File: src/rtl/fpu_mmio_ctrl_if.sv
// ----------------------------------------------------------------------------
// fpu_mmio_ctrl_if
// Bundles the Memory-stage register-window bus and the FPU launch/complete
// handshake used by fpu_mmio_ctrl.
//   slave  : view taken by fpu_mmio_ctrl (bus inputs in, FPU controls out)
//   master : view taken by the surrounding core / FPU model
// Signals:
//   mem_addr/mem_we/mem_re/mem_wdata : Memory-stage access
//   sel/mem_rdata/mem_stall          : window hit, read data, stall request
//   fpu_start/fpu_op/fpu_a/fpu_b     : launch pulse, op select, operands
//   fpu_result/fpu_flags/fpu_done    : completion data and pulse
// ----------------------------------------------------------------------------
interface fpu_mmio_ctrl_if;
    localparam int unsigned DATA_W = 32;
    localparam int unsigned OP_W   = 2;
    localparam int unsigned FLAG_W = 4;

    logic [DATA_W-1:0] mem_addr;
    logic              mem_we;
    logic              mem_re;
    logic [DATA_W-1:0] mem_wdata;
    logic              sel;
    logic [DATA_W-1:0] mem_rdata;
    logic              mem_stall;

    logic              fpu_start;
    logic [OP_W-1:0]   fpu_op;
    logic [DATA_W-1:0] fpu_a;
    logic [DATA_W-1:0] fpu_b;
    logic [DATA_W-1:0] fpu_result;
    logic [FLAG_W-1:0] fpu_flags;
    logic              fpu_done;

    modport slave (
        input  mem_addr, mem_we, mem_re, mem_wdata,
        input  fpu_result, fpu_flags, fpu_done,
        output sel, mem_rdata, mem_stall,
        output fpu_start, fpu_op, fpu_a, fpu_b
    );

    modport master (
        output mem_addr, mem_we, mem_re, mem_wdata,
        output fpu_result, fpu_flags, fpu_done,
        input  sel, mem_rdata, mem_stall,
        input  fpu_start, fpu_op, fpu_a, fpu_b
    );
endinterface

File: src/rtl/fpu_mmio_ctrl.sv
// ----------------------------------------------------------------------------
// fpu_mmio_ctrl
// Memory-mapped sequencer between the Memory stage and a multi-cycle FPU.
// Holds OPA/OPB/CMD/STATUS/RESULT in a 32-byte window at BASE_ADDR, launches
// one FPU operation per CMD write and captures result/flags on completion or
// gives up after TIMEOUT_CYCLES wait cycles.
// Ports:
//   clk   : rising-edge clock
//   reset : asynchronous, active-high
//   bus   : fpu_mmio_ctrl_if.slave (memory window + FPU handshake)
// Build option:
//   FPU_CTRL_STALL_EN : when defined, a RESULT read while busy stalls the
//                       pipeline until the operation finishes; otherwise
//                       mem_stall is tied 0.
// ----------------------------------------------------------------------------
module fpu_mmio_ctrl #(
    parameter logic [31:0] BASE_ADDR      = 32'h8000_0000,
    parameter int unsigned TIMEOUT_CYCLES = 64
) (
    input  logic             clk,
    input  logic             reset,
    fpu_mmio_ctrl_if.slave   bus
);
    localparam int unsigned DATA_W = 32;
    localparam int unsigned OP_W   = 2;
    localparam int unsigned FLAG_W = 4;
    localparam int unsigned OFF_W  = 3;
    localparam int unsigned CNT_W  = $clog2(TIMEOUT_CYCLES + 1);

    localparam logic [OFF_W-1:0] OFF_OPA    = 3'd0;
    localparam logic [OFF_W-1:0] OFF_OPB    = 3'd1;
    localparam logic [OFF_W-1:0] OFF_CMD    = 3'd2;
    localparam logic [OFF_W-1:0] OFF_STATUS = 3'd3;
    localparam logic [OFF_W-1:0] OFF_RESULT = 3'd4;

    localparam logic [CNT_W-1:0] CNT_LAST = CNT_W'(TIMEOUT_CYCLES - 1);

    typedef enum logic [1:0] {
        S_IDLE  = 2'd0,
        S_ISSUE = 2'd1,
        S_WAIT  = 2'd2
    } state_e;

    state_e              state_q,     state_d;
    logic [DATA_W-1:0]   opa_q,       opa_d;
    logic [DATA_W-1:0]   opb_q,       opb_d;
    logic [DATA_W-1:0]   result_q,    result_d;
    logic [FLAG_W-1:0]   flags_q,     flags_d;
    logic                done_q,      done_d;
    logic                timeout_q,   timeout_d;
    logic                overrun_q,   overrun_d;
    logic [DATA_W-1:0]   fpu_a_q,     fpu_a_d;
    logic [DATA_W-1:0]   fpu_b_q,     fpu_b_d;
    logic [OP_W-1:0]     fpu_op_q,    fpu_op_d;
    logic                fpu_start_q, fpu_start_d;
    logic [CNT_W-1:0]    cnt_q,       cnt_d;

    logic [OFF_W-1:0]    off_c;
    logic                sel_c;
    logic                wr_c;
    logic                cmd_wr_c;
    logic                rd_result_c;
    logic                busy_c;
    logic                stall_c;
    logic [DATA_W-1:0]   rdata_c;
    logic                unused_addr_bits;

    // Address decode
    assign off_c       = bus.mem_addr[4:2];
    assign sel_c       = (bus.mem_addr[31:5] == BASE_ADDR[31:5]);
    assign wr_c        = sel_c & bus.mem_we;
    assign cmd_wr_c    = wr_c & (off_c == OFF_CMD);
    assign rd_result_c = sel_c & bus.mem_re & (off_c == OFF_RESULT);
    assign busy_c      = (state_q != S_IDLE);
    assign unused_addr_bits = ^bus.mem_addr[1:0];

    // Early RESULT read holds the pipeline until the FSM returns to IDLE
`ifdef FPU_CTRL_STALL_EN
    assign stall_c = rd_result_c & busy_c;
`else
    assign stall_c = 1'b0;
`endif

    // Read mux, combinational from registers
    always_comb begin
        rdata_c = '0;
        if (sel_c) begin
            case (off_c)
                OFF_OPA:    rdata_c = opa_q;
                OFF_OPB:    rdata_c = opb_q;
                OFF_STATUS: rdata_c = {24'd0, flags_q, overrun_q, timeout_q, done_q, busy_c};
                OFF_RESULT: rdata_c = result_q;
                default:    rdata_c = '0;
            endcase
        end
    end

    // Next-state and register update
    always_comb begin
        state_d     = state_q;
        opa_d       = opa_q;
        opb_d       = opb_q;
        result_d    = result_q;
        flags_d     = flags_q;
        done_d      = done_q;
        timeout_d   = timeout_q;
        overrun_d   = overrun_q;
        fpu_a_d     = fpu_a_q;
        fpu_b_d     = fpu_b_q;
        fpu_op_d    = fpu_op_q;
        fpu_start_d = 1'b0;
        cnt_d       = cnt_q;

        if (wr_c && (off_c == OFF_OPA)) opa_d = bus.mem_wdata;
        if (wr_c && (off_c == OFF_OPB)) opb_d = bus.mem_wdata;

        // Only a read that is actually accepted consumes the done flag
        if (rd_result_c && !stall_c) done_d = 1'b0;

        // CMD while an operation is in flight (including its last cycle) is dropped
        if (cmd_wr_c && busy_c) overrun_d = 1'b1;

        case (state_q)
            S_IDLE: begin
                if (cmd_wr_c) begin
                    state_d     = S_ISSUE;
                    fpu_a_d     = opa_q;
                    fpu_b_d     = opb_q;
                    fpu_op_d    = bus.mem_wdata[OP_W-1:0];
                    done_d      = 1'b0;
                    timeout_d   = 1'b0;
                    overrun_d   = 1'b0;
                    fpu_start_d = 1'b1;
                end
            end
            S_ISSUE: begin
                state_d = S_WAIT;
                cnt_d   = '0;
            end
            S_WAIT: begin
                // Completion takes priority over the timeout limit
                if (bus.fpu_done) begin
                    result_d = bus.fpu_result;
                    flags_d  = bus.fpu_flags;
                    done_d   = 1'b1;
                    state_d  = S_IDLE;
                end else if (cnt_q == CNT_LAST) begin
                    timeout_d = 1'b1;
                    state_d   = S_IDLE;
                end else begin
                    cnt_d = cnt_q + CNT_W'(1);
                end
            end
            default: state_d = S_IDLE;
        endcase
    end

    // State registers
    always_ff @(posedge clk or posedge reset) begin
        if (reset) begin
            state_q     <= S_IDLE;
            opa_q       <= '0;
            opb_q       <= '0;
            result_q    <= '0;
            flags_q     <= '0;
            done_q      <= 1'b0;
            timeout_q   <= 1'b0;
            overrun_q   <= 1'b0;
            fpu_a_q     <= '0;
            fpu_b_q     <= '0;
            fpu_op_q    <= '0;
            fpu_start_q <= 1'b0;
            cnt_q       <= '0;
        end else begin
            state_q     <= state_d;
            opa_q       <= opa_d;
            opb_q       <= opb_d;
            result_q    <= result_d;
            flags_q     <= flags_d;
            done_q      <= done_d;
            timeout_q   <= timeout_d;
            overrun_q   <= overrun_d;
            fpu_a_q     <= fpu_a_d;
            fpu_b_q     <= fpu_b_d;
            fpu_op_q    <= fpu_op_d;
            fpu_start_q <= fpu_start_d;
            cnt_q       <= cnt_d;
        end
    end

    assign bus.sel       = sel_c;
    assign bus.mem_rdata = rdata_c;
    assign bus.mem_stall = stall_c;
    assign bus.fpu_start = fpu_start_q;
    assign bus.fpu_op    = fpu_op_q;
    assign bus.fpu_a     = fpu_a_q;
    assign bus.fpu_b     = fpu_b_q;
endmodule

File: src/flat_wrapper.sv
// flat-port wrapper written by rule: the top's interface ports become plain ports
module fpu_mmio_ctrl_flat 
#(
    parameter logic [31:0] BASE_ADDR      = 32'h8000_0000,
    parameter int unsigned TIMEOUT_CYCLES = 64
)
  (clk, reset, bus_mem_addr, bus_mem_we, bus_mem_re, bus_mem_wdata, bus_fpu_result, bus_fpu_flags, bus_fpu_done, bus_sel, bus_mem_rdata, bus_mem_stall, bus_fpu_start, bus_fpu_op, bus_fpu_a, bus_fpu_b);
  fpu_mmio_ctrl_if bus_i ();
  input  logic clk;
  input  logic reset;
  input wire logic [$bits(bus_i.mem_addr)-1:0] bus_mem_addr;
  input wire logic [$bits(bus_i.mem_we)-1:0] bus_mem_we;
  input wire logic [$bits(bus_i.mem_re)-1:0] bus_mem_re;
  input wire logic [$bits(bus_i.mem_wdata)-1:0] bus_mem_wdata;
  input wire logic [$bits(bus_i.fpu_result)-1:0] bus_fpu_result;
  input wire logic [$bits(bus_i.fpu_flags)-1:0] bus_fpu_flags;
  input wire logic [$bits(bus_i.fpu_done)-1:0] bus_fpu_done;
  output wire logic [$bits(bus_i.sel)-1:0] bus_sel;
  output wire logic [$bits(bus_i.mem_rdata)-1:0] bus_mem_rdata;
  output wire logic [$bits(bus_i.mem_stall)-1:0] bus_mem_stall;
  output wire logic [$bits(bus_i.fpu_start)-1:0] bus_fpu_start;
  output wire logic [$bits(bus_i.fpu_op)-1:0] bus_fpu_op;
  output wire logic [$bits(bus_i.fpu_a)-1:0] bus_fpu_a;
  output wire logic [$bits(bus_i.fpu_b)-1:0] bus_fpu_b;
  assign bus_i.mem_addr = bus_mem_addr;
  assign bus_i.mem_we = bus_mem_we;
  assign bus_i.mem_re = bus_mem_re;
  assign bus_i.mem_wdata = bus_mem_wdata;
  assign bus_i.fpu_result = bus_fpu_result;
  assign bus_i.fpu_flags = bus_fpu_flags;
  assign bus_i.fpu_done = bus_fpu_done;
  assign bus_sel = bus_i.sel;
  assign bus_mem_rdata = bus_i.mem_rdata;
  assign bus_mem_stall = bus_i.mem_stall;
  assign bus_fpu_start = bus_i.fpu_start;
  assign bus_fpu_op = bus_i.fpu_op;
  assign bus_fpu_a = bus_i.fpu_a;
  assign bus_fpu_b = bus_i.fpu_b;
  fpu_mmio_ctrl #(.BASE_ADDR(BASE_ADDR), .TIMEOUT_CYCLES(TIMEOUT_CYCLES)) u_core (.clk(clk), .reset(reset), .bus(bus_i));
endmodule
File: config.mk
export PLATFORM = sky130hd
export DESIGN_NAME = fpu_mmio_ctrl_flat
export DESIGN_NICKNAME = d
export VERILOG_FILES = /design/src/rtl/fpu_mmio_ctrl_if.sv /design/src/rtl/fpu_mmio_ctrl.sv /design/src/flat_wrapper.sv
export SDC_FILE = /design/constraint.sdc
export NUM_CORES = 1
export LEC_CHECK = 0
export CAP_MARGIN = 20
export CORE_MARGIN = 3
export CORE_UTILIZATION = 25
export DETAILED_ROUTE_END_ITERATION = 7
export GPL_ROUTABILITY_DRIVEN = 0
export HOLD_SLACK_MARGIN = 0.06
export PLACE_DENSITY = 0.54
export SLEW_MARGIN = 20
export SYNTH_ARGS = -nofsm -noshare
export SYNTH_HDL_FRONTEND = slang
export SYNTH_SLANG_ARGS = --single-unit
File: constraint.sdc
create_clock -name clk -period 7.03 [get_ports clk]
set_input_delay 1.406 -clock clk [delete_from_list [all_inputs] [get_ports clk]]
set_output_delay 1.406 -clock clk [all_outputs]
set_load 0.01 [all_outputs]
Word level (Yosys, flattened, before mapping)
Index checks and enable logic that the tools add are counted.
- word-level logic and storage cells: 66
- bits in registers: 179
- input port bits: 105
- reduce and logical (&&, ||, !) cells: 13
- bitwise gates (word level): 4
- multiplexer cells: 22
- $add $sub $neg: 1
- eq/ne operators: 13
- operator list (kind ; count):
    case mux 32 bit (4 select lines) ; 1
    two-way mux 32 bit ; 1
    equality test 27 bit, second input constant ; 1
    two-way mux 7 bit ; 2
    case mux 7 bit (2 select lines) ; 1
    two-way mux 1 bit ; 11
    adder 7 x 1 -> 7 bit, second input constant ; 1
    equality test 7 x 6 -> 1 bit, second input constant ; 1
    equality test 3 x 2 -> 1 bit, second input constant ; 2
    two-way mux 2 bit ; 3
    case mux 2 bit (3 select lines) ; 1
    AND reduction 2 bit ; 3
    nonzero test 2 bit ; 3
    bitwise AND 1 bit ; 4
    != test 2 x 1 -> 1 bit, second input constant ; 2
    != test 2 bit, second input constant ; 2
    case mux 1 bit (2 select lines) ; 2
    AND reduction 4 bit ; 1
    equality test 3 x 1 -> 1 bit, second input constant ; 1
    equality test 3 bit, second input constant ; 1
    logical AND 1 bit ; 3
    logical NOT 3 bit ; 1
    != test 3 x 2 -> 1 bit, second input constant ; 1
    AND reduction 3 bit ; 1
    other kinds (3) ; 3

Longest topological paths before layout
Gate-level depths: netlist of run 1.
- depth after elaboration: 7
- mapped depth: 7

Worst setup path before layout of run 1
No wires, ideal clock.
- path kind: in2out
- start: input bus_mem_addr[22]
- end: output bus_mem_rdata[0]
- data required time: 5.624 ns
- stages: 4
- path slack: 2.728 ns
- data arrival time: 2.896 ns
- cell sequence: nor4_2 nand3_2 a2111oi_2 a21boi_0
- longest elaborated chain between the ends: 2
- RTL lines (item ; line ; source):
    start, declared ; flat_wrapper.sv:11 ; input wire logic [$bits(bus_i.mem_addr)-1:0] bus_mem_addr;
    equality test 27 bit ; fpu_mmio_ctrl.sv:70 ; assign sel_c = (bus.mem_addr[31:5] == BASE_ADDR[31:5]);
    two-way mux 32 bit ; fpu_mmio_ctrl.sv:87 ; if (sel_c) begin
    end, declared ; flat_wrapper.sv:19 ; output wire logic [$bits(bus_i.mem_rdata)-1:0] bus_mem_rdata;
Every way passes these cells.

Worst setup path in the final report of run 1
- start: input bus_mem_addr[22]
- end: output bus_mem_rdata[7]
The elaborated chain is that of the path after synthesis.

==> results of run 1 <==
==> logic make-up (layout without fill, tap and decap cells) <==
kind of cell,after synthesis,in the layout,share of synthesized area
flip-flops,179,179,0.566
adder cells (fa/ha/maj),1,1,0.00158
other,1,1,0.000474
multiplexers,158,158,0.221
buffers and inverters,41,253,0.0266
AO/OA/AOI/OAI,61,61,0.0506
XOR/XNOR,2,2,0.00222
AND/OR/NAND/NOR,205,205,0.132
==> how the worst min path moves through the flow <==
stage,start,end,slack (ns),cells after the start
finish,u_core.flags_q[0]$_DFFE_PP0P_,u_core.flags_q[0]$_DFFE_PP0P_,0.48,2
global route,u_core.result_q[25]$_DFFE_PP0P_,u_core.result_q[25]$_DFFE_PP0P_,0.50,2
floorplan,u_core.flags_q[0]$_DFFE_PP0P_,u_core.flags_q[0]$_DFFE_PP0P_,0.44,2
detailed placement,u_core.flags_q[0]$_DFFE_PP0P_,u_core.flags_q[0]$_DFFE_PP0P_,0.46,2
global placement,u_core.flags_q[0]$_DFFE_PP0P_,u_core.flags_q[0]$_DFFE_PP0P_,0.45,2
CTS,u_core.flags_q[0]$_DFFE_PP0P_,u_core.flags_q[0]$_DFFE_PP0P_,0.47,2
==> flip-flops by register name (all words and copies together), names as in the netlist, 2 cells and up, named ones only <==
signal,count
u_core.bus.fpu_a,32
u_core.bus.fpu_b,32
u_core.opa_q,32
u_core.opb_q,32
u_core.result_q,32
u_core.cnt_q,7
u_core.flags_q,4
u_core.bus.fpu_op,2
u_core.state_q,2
==> power by group through the flow <==
| stage | logic, mW | registers, mW | clock network [mW] |
|---|---|---|---|
| 5_1_grt | 0.168 | 1.07 | 1.03 |
| 3_3_place_gp | 0.152 | 1.09 | 0 |
| 4_1_cts | 0.154 | 1.07 | 0.987 |
| 3_5_place_dp | 0.153 | 1.09 | 0 |
| 6_report | 0.149 | 1.07 | 0.955 |
| 2_1_floorplan | 0.0654 | 1.09 | 0 |
==> layout make-up <==
cell class	instances	area [um^2]
fill	3090	20000
timing repair buffer	215	2130
clock buffer	19	443
clock inverter	13	134
inverter	6	27.5
multi-input combinational	428	3250
tap	396	495
sequential	179	4480
==> per-layer routing <==
metal	vias up	wire length, um	global-route usage
li1	2646	-	-
met1	2812	10800	0.188
met2	126	11000	0.227
met3	14	1060	0.0323
met4	0	231	0.0330
met5	-	0	0
==> cells in the mapped netlist (all sizes together) (4+ instances only) <==
cell | number | area share
nor3b | 5 | 0.0060
nand3 | 5 | 0.0038
nor2 | 6 | 0.0028
buf | 25 | 0.019
mux2 | 130 | 0.19
dfrtp | 179 | 0.57
nand2 | 135 | 0.064
and2 | 26 | 0.021
clkbuf | 10 | 0.0047
mux2i | 28 | 0.035
nor3 | 4 | 0.0025
a22oi | 9 | 0.0085
a2bb2oi | 4 | 0.0044
inv | 6 | 0.0028
a21boi | 5 | 0.0047
o21ai | 29 | 0.018
nor4 | 6 | 0.0087
==> worst max-delay path: stages <==
cell	delay, ns
clkdlybuf4s50_1	0.41
nor4_2	0.31
nand3_2	0.37
a2111oi_2	0.93
a21boi_0	0.34
clkdlybuf4s50_1	0.59
==> out/metrics.csv, run 1 <==
stage;metric;value;unit
route;wire per inst;18.4;um
yosys;Yosys reg bits;179;
run;total of max-cap violations;0;
layout;Layout Nets;953;
sta;Final Max Tran Viols;0;
power_and_ir_drop;NetSw;0.558;mW
sta;hold slack;0.475;ns
layout;Finished Cell Area;11000;um^2
global_routing;total track usage;0.139;
global_routing;GRT overflow;0;
yosys;syn nets;754;
sta;min Tclk post-route;5.77;ns
power_and_ir_drop;power density over cell area;198;nW/um^2
critical_path;Worst R2R End;u_core.bus.fpu_b[23]$_DFFE_PP0P_;
clock_tree;Max Root-Sink Buffers;2;
yosys;Gate Count Post-Synth;648;
route;final wirelength;23100;um
placement;I/O Buffers;202;
power_and_ir_drop;P_int;1.62;mW
sta;Worst Clk Skew;0.0134;ns
placement;placed insts;1224;
critical_path;Worst setup EP type;primary output;
critical_path;CP Class;in -> out;
layout;most frequent cells in the layout;clkdlybuf4s50_1 (200), dfrtp_1 (179), nand2_1 (135);
power_and_ir_drop;Power, Total;2.17;mW
critical_path;CP required;5.62;ns
route;residual DRC count;0;
power_and_ir_drop;Seq pwr share;0.492;
route;routed via count;5598;
clock_tree;CTS tree;done;
sta;Final WS setup;1.26;ns
die;DIE HEIGHT;184;um
power_and_ir_drop;clock share of power;0.439;
yosys;EDFF count, synth;0;
global_routing;initial antenna violation count;0;
clock_tree;post-CTS setup buffer count;0;
critical_path;Worst Setup EP;bus_mem_rdata[7];
critical_path;crit-path max FO;9;
yosys;prevailing post-synth register cell;dfrtp_1;
critical_path;Reg2Reg Setup Slack;4.67;ns
power_and_ir_drop;Worst VDD drop;0.000124;V
route;ANT nets after route;0;
sta;number of setup violations in the final report;0;
yosys;post-synthesis sequential area ratio;0.566;
die;Die Area;33800;um^2
sta;Slew @ Worst Pin;0.896;ns
die;Core Footprint;30900;um^2
placement;DP Worst Slack;1.09;ns
clock_tree;hold buffer count at cts;0;
yosys;Ys Warns;0;
route;vias per inst;4.46;
global_routing;pin count of the biggest net entering global routing;99;
power_and_ir_drop;Leak;5.15;nW
layout;Final Instance Count excl. Fillers;1256;
clock_tree;H-Tree Level Count;4;
global_routing;first-pass GRT wire length;36100;um
placement;Post-DP HPWL;15400;um
clock_tree;CTS Root Cell;clkbuf_16;
clock_tree;Num CTS Buffers;17;
sta;unrepaired setup endpoints after global routing;no;
critical_path;CP startpoint;bus_mem_addr[22];
min_path;hold crit path type;reg -> reg;
placement;DP Area;10400;um^2
sta;FMAX;173;MHz
critical_path;critical path startpoint category;input port;
power_and_ir_drop;Logic pwr share;0.069;
layout;layout cells sized above 1;0.131;
yosys;Avg Cell Area, Syn;12.2;um^2
sta;final hold vios;0;
route;First-pass DRT Iterations;4;
power_and_ir_drop;switching share of power;0.256;
clock_tree;post-cts sizing count;0;
die;# rows;64;
layout;diode count;0;
critical_path;Worst R2R Start;u_core.state_q[1]$_DFFE_PP0P_;
sta;setup TNS;0;ns
layout;commonest non-fill, non-tap cell in the layout;clkdlybuf4s50_1;
global_routing;number of global-route vias before repair;6009;
sta;Final period util;0.821;
critical_path;R2R cell count;4;
route;Iter 0 DRT Violations;270;
layout;Core Util, Final;0.355;
critical_path;Worst EP arrival;4.37;ns
status;status;complete, no violations;
clock_tree;sink count of the clock tree;179;
layout;Area growth syn-to-layout;38.6;%
sta;max_slew headroom;0.401;
yosys;synth unique cells;49;
die;Initial Util;0.256;
yosys;Post-synth ARST share;1.00;
die;Chip Width;184;um
clock_tree;clock-pin slew of the registers on the worst-case setup and hold paths;0.07;ns
yosys;Mapped Area;7910;um^2
clock_tree;Worst-Skew Late Latency;0.44;ns
die;I/O pin total;206;
Note: power is estimated with default switching activity, not from simulation.
==> run 2, diff against run 1 <==
Clock period 7.03 ns to 5.7 ns, I/O delays scaled along.
==> out/metrics.csv, run 2 (synthesis gave the netlist of run 1 again) <==
stage;metric;value;unit
min_path;hold crit path type;reg -> reg;
global_routing;initial antenna violation count;0;
die;# rows;64;
route;First-pass DRT Iterations;4;
die;DIE HEIGHT;184;um
placement;DP Area;10400;um^2
clock_tree;Num CTS Buffers;17;
sta;Final period util;0.847;
critical_path;Worst R2R Start;u_core.state_q[0]$_DFFE_PP0P_;
layout;diode count;0;
route;routed via count;5620;
sta;min Tclk post-route;4.83;ns
placement;I/O Buffers;202;
layout;Area growth syn-to-layout;38.6;%
critical_path;Worst EP arrival;3.69;ns
die;Die Area;33800;um^2
layout;commonest non-fill, non-tap cell in the layout;clkdlybuf4s50_1;
clock_tree;CTS tree;done;
status;status;complete, no violations;
route;ANT nets after route;0;
global_routing;first-pass GRT wire length;35900;um
sta;Slew @ Worst Pin;1.00;ns
run;total of max-cap violations;0;
route;wl on met1;10600;um
critical_path;CP Class;in -> out;
critical_path;CP startpoint;bus_mem_addr[22];
clock_tree;sink count of the clock tree;179;
critical_path;CP Cell Sequence;clkdlybuf4s50_1 -> nor4_2 -> nand3_2 -> a2111oi_4 -> buf_4 -> and2_1 -> clkdlybuf4s50_1;
critical_path;critical path startpoint category;input port;
clock_tree;clock-pin slew of the registers on the worst-case setup and hold paths;0.07;ns
critical_path;CP required;4.56;ns
sta;Final WS setup;0.870;ns
die;Core Footprint;30900;um^2
min_path;Hold Startpoint;u_core.flags_q[0]$_DFFE_PP0P_;
clock_tree;post-CTS setup buffer count;0;
layout;layout cells sized above 1;0.133;
power_and_ir_drop;power density over cell area;243;nW/um^2
global_routing;number of global-route vias before repair;5982;
route;wire per inst;18.4;um
global_routing;total track usage;0.140;
route;final wirelength;23200;um
global_routing;GRT overflow;0;
critical_path;delay-heaviest family, CP;buffers and inverters;
die;Chip Width;184;um
sta;unrepaired setup endpoints after global routing;no;
route;WL met3;1180;um
clock_tree;CTS Root Cell;clkbuf_16;
die;Initial Util;0.256;
critical_path;slowest cell on the critical path;clkdlybuf4s50_1;
critical_path;Critical Path Max Stage Delay;0.55;ns
route;vias per inst;4.47;
sta;Final Max Tran Viols;0;
clock_tree;Max Root-Sink Buffers;2;
placement;Post-DP HPWL;15100;um
power_and_ir_drop;Worst VDD drop;0.000170;V
sta;max_slew headroom;0.333;
layout;Finished Cell Area;11000;um^2
power_and_ir_drop;Leak;5.13;nW
sta;final hold vios;0;
global_routing;pin count of the biggest net entering global routing;180;
sta;Worst Clk Skew;0.0114;ns
critical_path;WP buf/inv;3;
die;I/O pin total;206;
route;residual DRC count;0;
route;WL met2;11200;um
sta;number of setup violations in the final report;0;
placement;DP Worst Slack;0.827;ns
layout;Layout Nets;953;
clock_tree;hold buffer count at cts;0;
critical_path;Reg2Reg Setup Slack;3.41;ns
critical_path;crit-path max FO;12;
route;Top Layer Used;met4;
route;Iter 0 DRT Violations;240;
sta;FMAX;207;MHz
clock_tree;post-cts sizing count;0;
sta;setup TNS;0;ns
critical_path;Worst setup EP type;primary output;
clock_tree;H-Tree Level Count;4;
clock_tree;Worst-Skew Late Latency;0.44;ns
layout;most frequent cells in the layout;clkdlybuf4s50_1 (200), dfrtp_1 (179), nand2_1 (135);
critical_path;Most Frequent Cell on Critical Path;clkdlybuf4s50_1;
==> run 2: final cells by class <==
cell class / instances / area, um^2
clock buffers: 17 / 425
clock inverters: 15 / 139
fillers: 3067 / 20000
inverters: 6 / 26.3
multi-input cells: 428 / 3250
flip-flops and latches: 179 / 4480
well taps: 396 / 495
repair buffers: 215 / 2150
==> run 2: path summary, 6_finish.rpt <==
check                      cells after the start                          endpoint
max in group asynchronous                      3  u_core.bus.fpu_a[18]$_DFFE_PP0P_
min                                            2     u_core.flags_q[0]$_DFFE_PP0P_
min in group asynchronous                      3   u_core.bus.fpu_a[3]$_DFFE_PP0P_
max                                            7                 bus_mem_rdata[10]
min reg2reg                                    2     u_core.flags_q[0]$_DFFE_PP0P_
max reg2reg                                    4  u_core.bus.fpu_a[13]$_DFFE_PP0P_
==> run 2: where the power goes <==
part           internal (mW)  leakage, nW  switching, mW
combinational         0.0947         2.42         0.0900
clock                  0.581        0.273          0.574
sequential              1.30         2.44         0.0186
total                   1.98         5.13          0.682
==> run 2: tightest hold or removal path: cells and delay by family (launching register included) <==
kind	cells	cell delay [ns]
flip-flops	1	0.34
AND/OR/NAND/NOR	2	0.11
==> run 2: stage by stage <==
stage / std cells / power, mW / util / hold WS [ns]
CTS: 1256 / 2.71 / 0.355 / 0.474
global placement: 1224 / 1.53 / 0.336 / 0.451
finish: 1256 / 2.66 / 0.355 / 0.473
detailed placement: 1224 / 1.53 / 0.336 / 0.455
global route: 1256 / 2.78 / 0.355 / 0.500
floorplan: 648 / 1.42 / - / 0.437
==> run 2: routing by layer <==
metal | up-vias | global-route usage
li1 | 2644 | -
met4 | 0 | 0.0305
met2 | 130 | 0.231
met5 | - | 0
met3 | 15 | 0.0354
met1 | 2831 | 0.186
==> run 3, diff against run 2 <==
Clock period 5.7 ns to 4.7 ns, I/O delays scaled along.
==> out/metrics.csv, run 3 (synthesis gave the netlist of run 1 again) <==
stage;metric;value;unit
status;status;complete, no violations;
global_routing;initial antenna violation count;0;
clock_tree;hold buffer count at cts;0;
clock_tree;H-Tree Level Count;4;
clock_tree;post-cts sizing count;0;
sta;number of setup violations in the final report;0;
clock_tree;Num CTS Buffers;17;
sta;Worst Clk Skew;0.0165;ns
layout;multi-input logic area;3250;um^2
clock_tree;post-CTS setup buffer count;0;
clock_tree;sink count of the clock tree;179;
route;First-pass DRT Iterations;5;
clock_tree;CTS Root Cell;clkbuf_16;
global_routing;total track usage;0.138;
placement;DP Area;10500;um^2
route;Iter 0 DRT Violations;273;
placement;I/O Buffers;202;
power_and_ir_drop;Power, Total;3.21;mW
global_routing;number of global-route vias before repair;6057;
die;Die Area;33800;um^2
clock_tree;Max Root-Sink Buffers;2;
critical_path;slowest cell on the critical path;clkdlybuf4s50_1;
sta;Slew @ Worst Pin;0.865;ns
power_and_ir_drop;Leak;5.16;nW
layout;Fill cells;3057;
layout;Layout Nets;962;
critical_path;WP buf/inv;3;
sta;FMAX;234;MHz
layout;Area growth syn-to-layout;39.4;%
die;Chip Width;184;um
critical_path;Worst R2R Start;u_core.state_q[1]$_DFFE_PP0P_;
die;# rows;64;
critical_path;Worst EP arrival;3.33;ns
route;residual DRC count;0;
global_routing;pin count of the biggest net entering global routing;85;
critical_path;Critical Path Max Stage Delay;0.57;ns
sta;unrepaired setup endpoints after global routing;no;
critical_path;Worst R2R End;u_core.bus.fpu_b[19]$_DFFE_PP0P_;
clock_tree;clock-pin slew of the registers on the worst-case setup and hold paths;0.06;ns
min_path;WHS Path Cells;2;
critical_path;CP Class;in -> out;
global_routing;first-pass GRT wire length;35600;um
critical_path;Reg2Reg Setup Slack;2.42;ns
min_path;Min-Delay Endpoint;u_core.result_q[1]$_DFFE_PP0P_;
route;final wirelength;23000;um
die;Initial Util;0.256;
min_path;Hold Startpoint;u_core.result_q[1]$_DFFE_PP0P_;
layout;layout cells sized above 1;0.139;
sta;Final period util;0.909;
global_routing;GRT overflow;0;
placement;Post-DP HPWL;15800;um
route;wire per inst;18.2;um
power_and_ir_drop;Worst VDD drop;0.000197;V
sta;setup TNS;0;ns
route;ANT nets after route;0;
critical_path;delay-heaviest family, CP;buffers and inverters;
layout;diode count;0;
sta;final hold vios;0;
min_path;hold crit path type;reg -> reg;
sta;max_slew headroom;0.422;
critical_path;R2R cell count;4;
route;vias per inst;4.42;
layout;Finished Cell Area;11000;um^2
die;I/O pin total;206;
critical_path;crit-path max FO;16;
clock_tree;Worst-Skew Late Latency;0.43;ns
sta;Final Max Tran Viols;0;
critical_path;CP Cell Sequence;clkdlybuf4s50_1 -> nor4_2 -> nand3_2 -> a2111oi_4 -> buf_4 -> and2_1 -> clkdlybuf4s50_1;
layout;register area;4480;um^2
power_and_ir_drop;power density over cell area;292;nW/um^2
layout;commonest non-fill, non-tap cell in the layout;clkdlybuf4s50_1;
critical_path;Worst setup EP type;primary output;
critical_path;Most Frequent Cell on Critical Path;clkdlybuf4s50_1;
layout;most frequent cells in the layout;clkdlybuf4s50_1 (200), dfrtp_1 (179), nand2_1 (135);
clock_tree;CTS tree;done;
die;Core Footprint;30900;um^2
sta;min Tclk post-route;4.27;ns
critical_path;CP required;3.76;ns
layout;Core Util, Final;0.357;
run;total of max-cap violations;0;
die;DIE HEIGHT;184;um
route;routed via count;5597;
critical_path;critical path startpoint category;input port;
[run 3: cell count changes in the layout (fill, tap and decap cells not counted)]
| cell | previous run | this run |
|---|---|---|
| buf_4 | 10 | 19 |
| bufinv_16 | 0 | 1 |
| clkbuf_1 | 0 | 2 |
| clkinv_4 | 4 | 6 |
| clkinvlp_4 | 3 | 5 |
| inv_6 | 5 | 2 |
| inv_8 | 4 | 0 |
[run 3: per-stage QoR]
stage               std cells  hold WS, ns  setup slack, ns
floorplan                 648        0.437             1.33
global placement         1233        0.456            0.386
detailed placement       1233        0.458            0.342
CTS                      1265        0.478            0.334
global route             1265        0.504            0.243
finish                   1265        0.474            0.426
[run 3: report_power, final]
part,leakage [nW],internal [mW],total (mW),switching (mW)
logic,2.47,0.119,0.229,0.110
registers,2.44,1.58,1.60,0.0220
clock network,0.260,0.739,1.38,0.646
total,5.16,2.44,3.21,0.778
[run 3: worst max-delay path by stage]
stage | slack (ns) | start | depth (start not counted) | to
2_1_floorplan | 1.33 | bus_mem_addr[22] | 4 | bus_mem_rdata[0]
3_3_place_gp | 0.39 | bus_mem_addr[17] | 7 | bus_mem_rdata[8]
3_5_place_dp | 0.34 | bus_mem_addr[17] | 7 | bus_mem_rdata[8]
4_1_cts | 0.33 | bus_mem_addr[17] | 7 | bus_mem_rdata[8]
5_1_grt | 0.24 | bus_mem_addr[17] | 7 | bus_mem_rdata[8]
6_report | 0.43 | bus_mem_addr[17] | 7 | bus_mem_rdata[8]
[run 3: worst min-delay path, stage by stage, from the launching register on]
cell     delay [ns]
dfrtp_1        0.34
nand2_1        0.05
nand2_1        0.05
[run 3: final cells by class]
type                            instances  area share
Sequential cell                       179       0.406
Inverter                                6     0.00238
Clock buffer                           19      0.0393
Tap cell                              396      0.0449
Clock inverter                         13      0.0118
Timing Repair Buffer                  224       0.201
Multi-Input combinational cell        428       0.294
[run 3: routing by layer]
layer,track usage,vias up,share of wire
li1,-,2655,-
met1,0.181,2788,0.46
met2,0.231,141,0.48
met3,0.0338,13,0.052
met4,0.0308,0,0.0079
met5,0,-,0
